$ cat config.mk
export PLATFORM = sky130hd
export DESIGN_NAME = vga_scan_reader
export DESIGN_NICKNAME = d
export VERILOG_FILES = /design/src/rtl/vga_scan_reader.sv
export SDC_FILE = /design/constraint.sdc
export NUM_CORES = 1
export LEC_CHECK = 0
export ABC_AREA = 1
export CORE_MARGIN = 2
export CORE_UTILIZATION = 45
export CTS_BUF_LIST = sky130_fd_sc_hd__clkbuf_4
export CTS_CLUSTER_SIZE = 20
export DETAILED_ROUTE_END_ITERATION = 10
export DONT_BUFFER_PORTS = 1
export HOLD_SLACK_MARGIN = 0.02
export PLACE_DENSITY_LB_ADDON = 0.08
export SLEW_MARGIN = 20
export SYNTH_ARGS = -nofsm -noshare
export SYNTH_HDL_FRONTEND = slang
export SYNTH_SLANG_ARGS = --single-unit
$ cat constraint.sdc
create_clock -name CLOCK_50 -period 2.8 [get_ports CLOCK_50]
set_input_delay 0.14 -clock CLOCK_50 [delete_from_list [all_inputs] [get_ports CLOCK_50]]
set_output_delay 0.14 -clock CLOCK_50 [all_outputs]
set_load 0.02 [all_outputs]
$ cat src/rtl/vga_scan_reader.sv
// vga_scan_reader: scans a 160x120 frame buffer (3-bit colour) and drives 640x480@60 VGA.
// Latency: DAC outputs show position P 2 clocks after the counters reach P; 1 pixel = 2 clocks.
// Backpressure: none; free-running raster. Memory must return rd_data within 2 clocks of rd_en.
//
// Ports:
//   CLOCK_50, reset        - system clock, asynchronous active-high reset
//   rd_addr, rd_en, rd_data - frame-buffer read port (addr = fb_y*160 + fb_x)
//   VGA_R/G/B              - 10-bit DAC colour, each bit replicates one colour bit
//   VGA_HS, VGA_VS         - active-low syncs; VGA_BLANK_N high while visible
//   VGA_SYNC_N             - tied 0; VGA_CLK - 25 MHz pixel clock (tick register)
//   frame_start            - one-clock pulse when the counters enter (0,0)
//
// Optional build macro VGA_SCAN_TEST_PATTERN_EN: replaces the frame-buffer
// read path with internally generated colour bars and a white border.

module vga_scan_reader #(
    parameter int H_VISIBLE = 640,
    parameter int H_FRONT   = 16,
    parameter int H_SYNC    = 96,
    parameter int H_BACK    = 48,
    parameter int V_VISIBLE = 480,
    parameter int V_FRONT   = 10,
    parameter int V_SYNC    = 2,
    parameter int V_BACK    = 33,
    parameter int FB_WIDTH  = 160
) (
    input  logic        CLOCK_50,
    input  logic        reset,
    output logic [14:0] rd_addr,
    output logic        rd_en,
    input  logic [2:0]  rd_data,
    output logic [9:0]  VGA_R,
    output logic [9:0]  VGA_G,
    output logic [9:0]  VGA_B,
    output logic        VGA_HS,
    output logic        VGA_VS,
    output logic        VGA_BLANK_N,
    output logic        VGA_SYNC_N,
    output logic        VGA_CLK,
    output logic        frame_start
);

    localparam int H_TOTAL = H_VISIBLE + H_FRONT + H_SYNC + H_BACK;
    localparam int V_TOTAL = V_VISIBLE + V_FRONT + V_SYNC + V_BACK;

    localparam logic [9:0] H_LAST   = 10'(H_TOTAL - 1);
    localparam logic [9:0] V_LAST   = 10'(V_TOTAL - 1);
    localparam logic [9:0] H_VIS    = 10'(H_VISIBLE);
    localparam logic [9:0] V_VIS    = 10'(V_VISIBLE);
    localparam logic [9:0] HS_FIRST = 10'(H_VISIBLE + H_FRONT);
    localparam logic [9:0] HS_LAST  = 10'(H_VISIBLE + H_FRONT + H_SYNC - 1);
    localparam logic [9:0] VS_FIRST = 10'(V_VISIBLE + V_FRONT);
    localparam logic [9:0] VS_LAST  = 10'(V_VISIBLE + V_FRONT + V_SYNC - 1);
    localparam logic [7:0] FB_COLS  = 8'(FB_WIDTH);

    logic       tick;
    logic [9:0] hcount;
    logic [9:0] vcount;
    logic [9:0] hnext;
    logic [9:0] vnext;
    logic       next_vis;
    logic       cur_vis;
    logic       cur_hs_n;
    logic       cur_vs_n;
    logic [2:0] colour_src;

    // Position the counters move to on the coming advance.
    always_comb begin
        hnext = hcount + 10'd1;
        vnext = vcount;
        if (hcount == H_LAST) begin
            hnext = 10'd0;
            vnext = (vcount == V_LAST) ? 10'd0 : vcount + 10'd1;
        end
    end

    // The column term only matters if H_VISIBLE is overridden past the
    // frame-buffer width; it keeps reads inside the buffer in that case.
    assign next_vis = (hnext < H_VIS) && (vnext < V_VIS) && (hnext[9:2] < FB_COLS);
    assign cur_vis  = (hcount < H_VIS) && (vcount < V_VIS);
    assign cur_hs_n = !((hcount >= HS_FIRST) && (hcount <= HS_LAST));
    assign cur_vs_n = !((vcount >= VS_FIRST) && (vcount <= VS_LAST));

`ifdef VGA_SCAN_TEST_PATTERN_EN
    localparam logic [7:0] FB_LAST_X = 8'(FB_WIDTH - 1);
    localparam logic [6:0] FB_LAST_Y = 7'(V_VISIBLE / 4 - 1);

    logic [7:0] fb_x_cur;
    logic [6:0] fb_y_cur;
    logic       border;
    logic       unused_rd_data;

    assign fb_x_cur       = hcount[9:2];
    assign fb_y_cur       = vcount[8:2];
    assign border         = (fb_x_cur == 8'd0) || (fb_x_cur == FB_LAST_X) ||
                            (fb_y_cur == 7'd0) || (fb_y_cur == FB_LAST_Y);
    // Generated from the position being displayed, so it lands in the same
    // clock a memory read for that position would have.
    assign colour_src     = border ? 3'b111 : fb_x_cur[5:3];
    assign unused_rd_data = ^rd_data;
`else
    logic [7:0]  fb_x_next;
    logic [6:0]  fb_y_next;
    logic [14:0] addr_next;

    assign fb_x_next  = hnext[9:2];
    assign fb_y_next  = vnext[8:2];
    // fb_y*160 as fb_y*128 + fb_y*32.
    assign addr_next  = {1'b0, fb_y_next, 7'b0} + {3'b0, fb_y_next, 5'b0} + {7'b0, fb_x_next};
    assign colour_src = rd_data;
`endif

    // The read for a position is issued on the advance that enters it; its
    // data is sampled on the following advance, together with the sync and
    // blank decoded from the same (now current) position.
    always_ff @(posedge CLOCK_50 or posedge reset) begin
        if (reset) begin
            tick        <= 1'b0;
            hcount      <= 10'd0;
            vcount      <= 10'd0;
            rd_en       <= 1'b0;
            rd_addr     <= 15'd0;
            VGA_R       <= 10'd0;
            VGA_G       <= 10'd0;
            VGA_B       <= 10'd0;
            VGA_HS      <= 1'b1;
            VGA_VS      <= 1'b1;
            VGA_BLANK_N <= 1'b0;
            frame_start <= 1'b0;
        end else begin
            tick        <= ~tick;
            rd_en       <= 1'b0;
            frame_start <= 1'b0;
            if (tick) begin
                hcount      <= hnext;
                vcount      <= vnext;
                frame_start <= (hnext == 10'd0) && (vnext == 10'd0);
`ifndef VGA_SCAN_TEST_PATTERN_EN
                if (next_vis) begin
                    rd_en   <= 1'b1;
                    rd_addr <= addr_next;
                end
`endif
                VGA_R       <= {10{cur_vis & colour_src[2]}};
                VGA_G       <= {10{cur_vis & colour_src[1]}};
                VGA_B       <= {10{cur_vis & colour_src[0]}};
                VGA_HS      <= cur_hs_n;
                VGA_VS      <= cur_vs_n;
                VGA_BLANK_N <= cur_vis;
            end
        end
    end

`ifdef VGA_SCAN_TEST_PATTERN_EN
    logic unused_next_vis;
    assign unused_next_vis = next_vis;
`endif

    assign VGA_CLK    = tick;
    assign VGA_SYNC_N = 1'b0;

endmodule

==> flow_summary.toml, run 1 <==
[power_and_ir_drop]
p_int_uw = 842
pwr-share-clk = 0.372
swShare = 0.241
ir_drop_v = 0.000198
p_leak_uw = 0.00206
switching_power_uw = 268
seqPwrFrac = 0.594
power_frac_comb = 0.034
power_density_nw_per_um2 = 262

[die]
start_util = 0.460
die_h_um = 89.6
die_area_um2 = 8040
pin_count = 57
die-width_um = 89.6
coreArea_um2 = 7180
rows = 31

[placement]
dp_hpwl_mm = 5.47
postPlaceCellArea_um2 = 3610
portBuffers = 0
routabilityCongestion = 0.874

[timing]
slew_headroom = 0.366
rsz0062_at_grt = "yes"
skew_ns = 0.0176
max_slew.worst_pin.slew_ns = 0.951
drv_slew = 0
fin_crit_ns = 2.93
fin_ws_ns = -0.134
fmax_mhz = 341
finalHoldViolations = 0
period_share = 1.05
finalSetupViolCount = 3
hold_slack_ns = 0.352

[setup_path]
slowest_stage = "dfrtp_1"
r2r_end = "rd_addr[13]$_DFFE_PP0P_"
crit_fanout = 4
critical-path-max-stage-delay_ns = 0.44
path_cells = "ha_4 > nand3_4 > nor3_4 > buf_6 > buf_6 > buf_12 > or2_4 > nand2_4 > inv_4 > buf_6 > buf_6 > ha_4 > ha_4 > a21oi_2 > o21ai_2 > a21oi_2 > xor2_1 > nand3_1 > nand2_1"
timing.rr.start = "hcount[1]$_DFFE_PP0P_"
end_kind = "register"
r2r_cells = 19
worstSetupPathType = "register to register"
critPathArrivalTime_ns = 3.23
rrSetupSlack_ns = -0.13
critPathMostFrequentCell = "buf_6"
crit_required_ns = 3.10
startpoint_type = "register"

[global_routing]
antenna_found_initial = 0
grt_overflow = 0
grt_pass1_vias = 2691
grt_pass1_wl_mm = 12.2
grt_usage = 0.197
grt_max_degree = 45

[synth]
yosys.cell_types.count = 44
synthAdderAreaFrac = 0.0743
synthCells = 434
synth_compound_area_frac = 0.0713
synthMuxAreaShare = 0.00303
syn_nets = 458
synth_top_family_by_area = "simple AND/OR/NAND/NOR gates"
yosys_warnings = 0
synth_area_um2 = 3300
syn_area_per_cell_um2 = 7.61
ys_ff_latch = 44
synth-xor-area-share = 0.0292
synth-seq-area-share = 0.334
synth-simple-area-share = 0.328

[route]
drt_iter0_markers = 107
vias_per_cell = 4.84
drcViolationCount = 0
via_count = 2834
finalWirelength_mm = 7.90
antenna_left = 0
drt-pass1-iter-count = 4
routedWlPerCell_um = 13.5

[final_layout]
final_cell_area_um2 = 4230
final_nets = 509
diodes = 0
syn_to_final_growth_pct = 28.1
drive_gt1_frac = 0.397
n_fill_cell = 673
multi_input_area_um2 = 2000
register_area_um2 = 1110

[clock_network]
cts-root-buf = "clkbuf_4"
cts_buffer_depth = 2
cts_tree = "yes"
cts_num_sinks = 44
cts-htree-levels = 2
clock_latency_ns = 0.36
cts_buffers = 5
path_clk_slew_ns = 0.13

[min_path]
min_path_type = "primary input to asynchronous set/reset pin"

[outcome]
violations = "negative setup slack"
status = "finished with violations"

[job]
maxCapViolCount = 0
[flip-flops by register name, summed over array words and instances (netlist names)]
register and cells:
VGA_R 1, VGA_VS 1, VGA_CLK 1, vcount 10, hcount 10, VGA_G 1
rd_en 1, frame_start 1, VGA_B 1, VGA_BLANK_N 1, rd_addr 15, VGA_HS 1
[area by class of cell]
class | instances | share of cell area
sequential | 44 | 0.262
tap | 99 | 0.0293
inverter | 56 | 0.0541
clock inverter | 2 | 0.00828
multi-input combinational | 294 | 0.473
timing repair buffer | 84 | 0.162
clock buffer | 6 | 0.0107
[cells in the final DEF, fill, tap and decap left out, types with 9 or more instances in the layout]
cell type  count
o21ai_0       23
buf_4         70
buf_6          9
ha_4          14
nor2_1        23
nand2_2       34
nand2_1      101
inv_1         42
dfrtp_1       38
nand3_1       26
[per-stage QoR]
step	setup TNS [ns]	instances	util	worst slack, ns	power (uW)
after floorplan	0	434	-	0.0127	726
final	-0.181	585	0.589	-0.134	1110
after global routing	-1.07	585	0.589	-0.275	1160
after detailed placement	-0.292	557	0.504	-0.0934	705
after global placement	-0.194	557	0.504	-0.0811	705
after CTS	-0.0364	572	0.543	-0.0364	1130
[metal layers]
| layer | share of wire | GRT usage |
|---|---|---|
| met3 | 0.032 | 0.0366 |
| met2 | 0.49 | 0.315 |
| met1 | 0.44 | 0.259 |
| met4 | 0.029 | 0.0841 |
| met5 | 0 | 0 |
[power groups by stage]
stage	combinational [uW]	sequential, uW	clock [uW]
floorplan	68.2	658	0
global placement	33.9	671	0
detailed placement	34.1	671	0
CTS	38.6	659	436
global route	42.6	661	454
finish	37.4	659	413
[worst max-delay path, delay by kind of cell, from the launching register on]
family                     cells  cell delay (ns)
buffers and inverters          6             0.60
xor gates and xnor gates       1             0.17
adders and majority gates      3             0.65
AOI/OAI and AO/OA              3             0.37
DFF                            1             0.44
and+or+nand+nor                6             0.63
[worst max path at each step]
stage	start	endpoint	cells after the start
5_1_grt	hcount[1]$_DFFE_PP0P_	rd_addr[13]$_DFFE_PP0P_	19
6_report	hcount[1]$_DFFE_PP0P_	rd_addr[13]$_DFFE_PP0P_	19
2_1_floorplan	hcount[5]$_DFFE_PP0P_	rd_addr[12]$_DFFE_PP0P_	21
4_1_cts	hcount[1]$_DFFE_PP0P_	rd_addr[12]$_DFFE_PP0P_	20
3_3_place_gp	hcount[0]$_DFFE_PP0P_	rd_addr[12]$_DFFE_PP0P_	21
3_5_place_dp	hcount[1]$_DFFE_PP0P_	rd_addr[11]$_DFFE_PP0P_	16
[repair_timing]
item                       4_1_cts  5_1_grt
buffers inserted                 3       15
setup endpoints to repair        6        7
resized for setup               26       52
hold endpoints to repair        45        0
pin swaps                       11       42
hold buffers                     4        0
[Yosys cell counts (all sizes together)]
master / count / area (um^2)
a2111oi: 1 / 8.76
a21oi: 8 / 40.0
buf: 36 / 292
clkbuf: 4 / 16.3
clkinv: 1 / 5.00
conb: 1 / 3.75
dfrtp: 42 / 1050
dfstp: 2 / 52.6
fa: 1 / 20.0
ha: 18 / 225
inv: 55 / 211
mux2i: 1 / 10.0
nand2: 139 / 601
nand3: 33 / 193
nand3b: 4 / 30.0
nand4: 10 / 83.8
nor2: 30 / 144
nor3: 4 / 25.0
o21a: 1 / 7.51
o21ai: 29 / 164
o21bai: 2 / 15.0
or2: 1 / 6.26
xnor2: 2 / 17.5
xor2: 9 / 78.8
[cells by family after synthesis]
| logic type | Yosys count |
|---|---|
| other cells | 1 |
| simple gates | 221 |
| flops | 44 |
| mux | 1 |
| compound gates | 41 |
| fa+ha+maj | 19 |
| buf+inv | 96 |
| xor+xnor | 11 |
Power figures use the tool's default switching activity.
==> run 2: changes to the inputs <==
- BUFFER_PORTS_ARGS: unset -> -buffer_cell sky130_fd_sc_hd__buf_2
- DONT_BUFFER_PORTS: 1 -> unset
==> flow_summary.toml, run 2 (synthesis gave the netlist of run 1 again) <==
[setup_path]
crit_buf_inv = 5
worstSetupPathType = "register to register"
critPathArrivalTime_ns = 3.07
path_cells = "ha_2 > nand3_4 > nor3_4 > buf_6 > buf_4 > buf_4 > buf_4 > o21ai_4 > inv_6 > ha_1 > ha_4 > nand2_1 > o21ai_0 > a21oi_1 > xor2_1 > nand3_1 > nand2_1"
crit_required_ns = 3.07
critPathMostFrequentCell = "buf_4"
end_kind = "register"
crit_fanout = 6
critical-path-top-delay-family = "adder cells"
slowest_stage = "dfrtp_1"
startpoint_type = "register"
critical-path-max-stage-delay_ns = 0.41

[timing]
max_slew.worst_pin.slew_ns = 0.944
rsz0062_at_grt = "yes"
fin_crit_ns = 2.80
slew_headroom = 0.369
finalHoldViolations = 0
finalSetupViolCount = 0
fmax_mhz = 357
period_share = 0.999
drv_slew = 0
skew_ns = 0.0111

[placement]
dp_hpwl_mm = 5.62
postPlaceCellArea_um2 = 3840
portBuffers = 55
dp.cells = 606
routabilityCongestion = 0.881

[global_routing]
grt_pass1_vias = 2789
grt_max_degree = 45
grt_pass1_wl_mm = 12.6
grt_overflow = 0
antenna_found_initial = 0
grt_usage = 0.202

[power_and_ir_drop]
ir_drop_v = 0.000198
total_power_uw = 1130
p_leak_uw = 0.00224
power_density_nw_per_um2 = 263

[route]
routedWlPerCell_um = 12.5
antenna_left = 0
finalWirelength_mm = 7.85
drt_iter0_markers = 111
drt-pass1-iter-count = 4
drcViolationCount = 0
via_count = 3010
vias_per_cell = 4.78

[final_layout]
largest_reg_flops = 15
final_cell_area_um2 = 4290
mostFrequentLayoutCells = "nand2_1 (107), buf_4 (65), buf_2 (55)"
top_register = "rd_addr"
fin_cells = 630
diodes = 0
reg_top3 = "rd_addr x15, hcount x10, vcount x10"
final_nets = 554
final_common_cell = "nand2_1"
n_fill_cell = 688
syn_to_final_growth_pct = 29.9
drive_gt1_frac = 0.416

[die]
rows = 31
die_h_um = 89.6
die_area_um2 = 8040
die-width_um = 89.6
coreArea_um2 = 7180
start_util = 0.460
pin_count = 57

[clock_network]
cts_buffers = 5
cts_tree = "yes"
cts-root-buf = "clkbuf_4"
cts_num_sinks = 44
cts-htree-levels = 2
clock_latency_ns = 0.37
cts_buffer_depth = 2
path_clk_slew_ns = 0.15

[min_path]
min_path_type = "register to register"

[outcome]
status = "finished clean"

[job]
maxCapViolCount = 0
run 2: metrics by stage:
stage               hold WS, ns  TNS, ns   util  worst slack [ns]
global placement          0.394   -0.130  0.535           -0.0831
floorplan                 0.283        0      -            0.0127
detailed placement        0.397   -0.182  0.535           -0.0728
global route              0.505   -0.902  0.598            -0.244
finish                    0.478        0  0.598           0.00219
CTS                       0.482  -0.0246  0.570           -0.0246
run 2: path summary, 6_finish.rpt:
check                                           start                       to  slack (ns)  depth (start not counted)
worst min register to register     VGA_VS$_DFFE_PP1P_       VGA_VS$_DFFE_PP1P_        0.48                          2
max in group asynchronous                       reset    vcount[5]$_DFFE_PP0P_        1.69                          3
worst max register to register  hcount[1]$_DFFE_PP0P_  rd_addr[13]$_DFFE_PP0P_       0.002                         17
worst max-delay path            hcount[1]$_DFFE_PP0P_  rd_addr[13]$_DFFE_PP0P_       0.002                         17
min in group asynchronous                       reset          rd_en$_DFF_PP0_        0.52                          3
worst min-delay path               VGA_VS$_DFFE_PP1P_       VGA_VS$_DFFE_PP1P_        0.48                          2
run 2: tightest hold or removal path, stage by stage (launching register included):
cell	delay [ns]
dfstp_2	0.40
nand2_1	0.05
nand2_1	0.05
run 2: timing repair:
action	CTS	global route
pin swaps	12	29
resized for setup	19	32
buffers inserted	5	8
endpoints found under the hold margin	45	0
setup endpoints to repair	5	8
hold buffers	4	0
run 2: power breakdown:
group / total, uW / switching (uW) / internal [uW]
sequential: 642 / 4.46 / 638
combinational: 72.8 / 51.8 / 21.0
clock: 413 / 226 / 187
run 2: final cells by class:
| class | count | area (um^2) | share of cell area |
|---|---|---|---|
| well taps | 99 | 124 | 0.0289 |
| repair buffers | 129 | 860 | 0.200 |
| clock inverters | 3 | 42.5 | 0.00992 |
| inverters | 56 | 216 | 0.0505 |
| clock buffers | 5 | 37.5 | 0.00875 |
| multi-input cells | 294 | 1910 | 0.444 |
| flip-flops and latches | 44 | 1100 | 0.257 |
run 2: metal layers:
| layer | up-vias | wire length (um) | share of wire | track usage |
|---|---|---|---|---|
| li1 | 1539 | - | - | - |
| met1 | 1420 | 3480 | 0.44 | 0.258 |
| met2 | 40 | 4030 | 0.51 | 0.348 |
| met3 | 11 | 224 | 0.029 | 0.0347 |
| met4 | 0 | 120 | 0.015 | 0.0651 |
| met5 | - | 0 | 0 | 0 |
==> run 3: changes to the inputs <==
- CORE_UTILIZATION: 45 -> 53
==> flow_summary.toml, run 3 (synthesis gave the netlist of run 1 again) <==
[clock_network]
cts_tree = "yes"
cts-htree-levels = 2
clock_latency_ns = 0.37
cts_buffers = 5
cts_num_sinks = 44
cts_buffer_depth = 2
path_clk_slew_ns = 0.15
cts-root-buf = "clkbuf_4"

[route]
antenna_left = 0
via_count = 3060
finalWirelength_mm = 8.21
routedWlPerCell_um = 13.6
vias_per_cell = 5.07
drt_iter0_markers = 180
drcViolationCount = 0
drt-pass1-iter-count = 4

[timing]
skew_ns = 0.0114
finalSetupViolCount = 2
period_share = 1.02
slew_headroom = 0.524
drv_slew = 0
rsz0062_at_grt = "yes"
finalHoldViolations = 0
fmax_mhz = 349
max_slew.worst_pin.slew_ns = 0.709
fin_ws_ns = -0.0677
fin_crit_ns = 2.87

[final_layout]
mostFrequentLayoutCells = "nand2_1 (103), buf_4 (64), buf_2 (55)"
syn_to_final_growth_pct = 29.3
top_register = "rd_addr"
finish.utilization = 0.717
diodes = 0
reg_top3 = "rd_addr x15, hcount x10, vcount x10"
final_nets = 552
final_common_cell = "nand2_1"
largest_reg_flops = 15
drive_gt1_frac = 0.416

[min_path]
min_path_type = "primary input to asynchronous set/reset pin"

[setup_path]
critPathArrivalTime_ns = 3.19
crit_fanout = 4
worstSetupPathType = "register to register"
crit_required_ns = 3.12
startpoint_type = "register"
end_kind = "register"

[placement]
pre_cts_slack_ns = -0.107
portBuffers = 55
routabilityCongestion = 0.922
dp_hpwl_mm = 5.67

[global_routing]
grt_max_degree = 33
grt_overflow = 0
antenna_found_initial = 0
grt_pass1_wl_mm = 13.3
grt_usage = 0.232
grt_pass1_vias = 2921

[die]
coreArea_um2 = 5960
start_util = 0.554
die_h_um = 82.9
rows = 28
die_area_um2 = 6870
pin_count = 57
die-width_um = 82.9

[outcome]
violations = "negative setup slack"
status = "finished with violations"

[power_and_ir_drop]
p_leak_uw = 0.00222
ir_drop_v = 0.000201
power_density_nw_per_um2 = 266

[job]
maxCapViolCount = 0
[run 3: power breakdown]
part | internal, uW | total [uW] | switching, uW | leakage (uW)
Clock | 186 | 417 | 231 | 0.0000412
Combinational | 21.9 | 74.3 | 52.4 | 0.00161
Sequential | 638 | 642 | 4.47 | 0.000572
Total | 846 | 1130 | 288 | 0.00222
[run 3: timing repair]
action	CTS	global route
pin swaps	9	25
gates cloned	0	0
buffers inserted	7	10
endpoints found under the hold margin	20	0
endpoints found under the setup margin	6	6
hold buffers	4	0
gates resized for setup	21	36
[run 3: per-stage QoR]
step	area, um^2	power, uW	hold WS [ns]	instances	TNS [ns]
floorplan	3320	726	0.283	434	0
global placement	3780	725	0.196	576	-0.00457
detailed placement	3780	726	0.198	576	-0.341
CTS	4070	1140	0.324	595	-0.111
global route	4270	1170	0.364	604	-0.739
finish	4270	1130	0.323	604	-0.0890
[run 3: final timing paths]
check | startpoint | to | slack, ns | depth (start not counted)
min in group CLOCK_50 | VGA_VS$_DFFE_PP1P_ | VGA_VS$_DFFE_PP1P_ | 0.48 | 2
max in group asynchronous | reset | rd_addr[11]$_DFFE_PP0P_ | 1.73 | 4
max reg2reg | vcount[0]$_DFFE_PP0P_ | rd_addr[12]$_DFFE_PP0P_ | -0.07 | 21
min reg2reg | VGA_VS$_DFFE_PP1P_ | VGA_VS$_DFFE_PP1P_ | 0.48 | 2
min | reset | hcount[2]$_DFFE_PP0P_ | 0.32 | 3
max | vcount[0]$_DFFE_PP0P_ | rd_addr[12]$_DFFE_PP0P_ | -0.07 | 21
[run 3: layer usage]
metal | vias up | wire length [um] | global-route usage
li1 | 1531 | - | -
met1 | 1421 | 3510 | 0.298
met4 | 0 | 222 | 0.0879
met5 | - | 0 | 0
met3 | 25 | 337 | 0.0348
met2 | 83 | 4140 | 0.396
[run 3: worst max-delay path, stage by stage, from the launching register on]
cell,delay [ns]
dfrtp_1,0.41
buf_4,0.16
ha_4,0.18
xor2_1,0.21
nand2_2,0.10
nand2_4,0.07
nand2_4,0.05
inv_2,0.06
nand2_2,0.06
nand2_2,0.07
inv_2,0.04
ha_4,0.26
inv_2,0.04
fa_2,0.38
o21ai_2,0.14
nand2_1,0.06
nand2_1,0.05
nand2_1,0.06
nand2_2,0.07
xor2_1,0.17
nand3_1,0.10
nand2_1,0.07
[run 3: layout make-up]
class                   count  area (um^2)
clock inverters             3         42.5
clock buffers               5         37.5
fillers                   483         1690
repair buffers            127          850
well taps                  75         93.8
inverters                  56          223
multi-input cells         294         1920
flip-flops and latches     44         1100
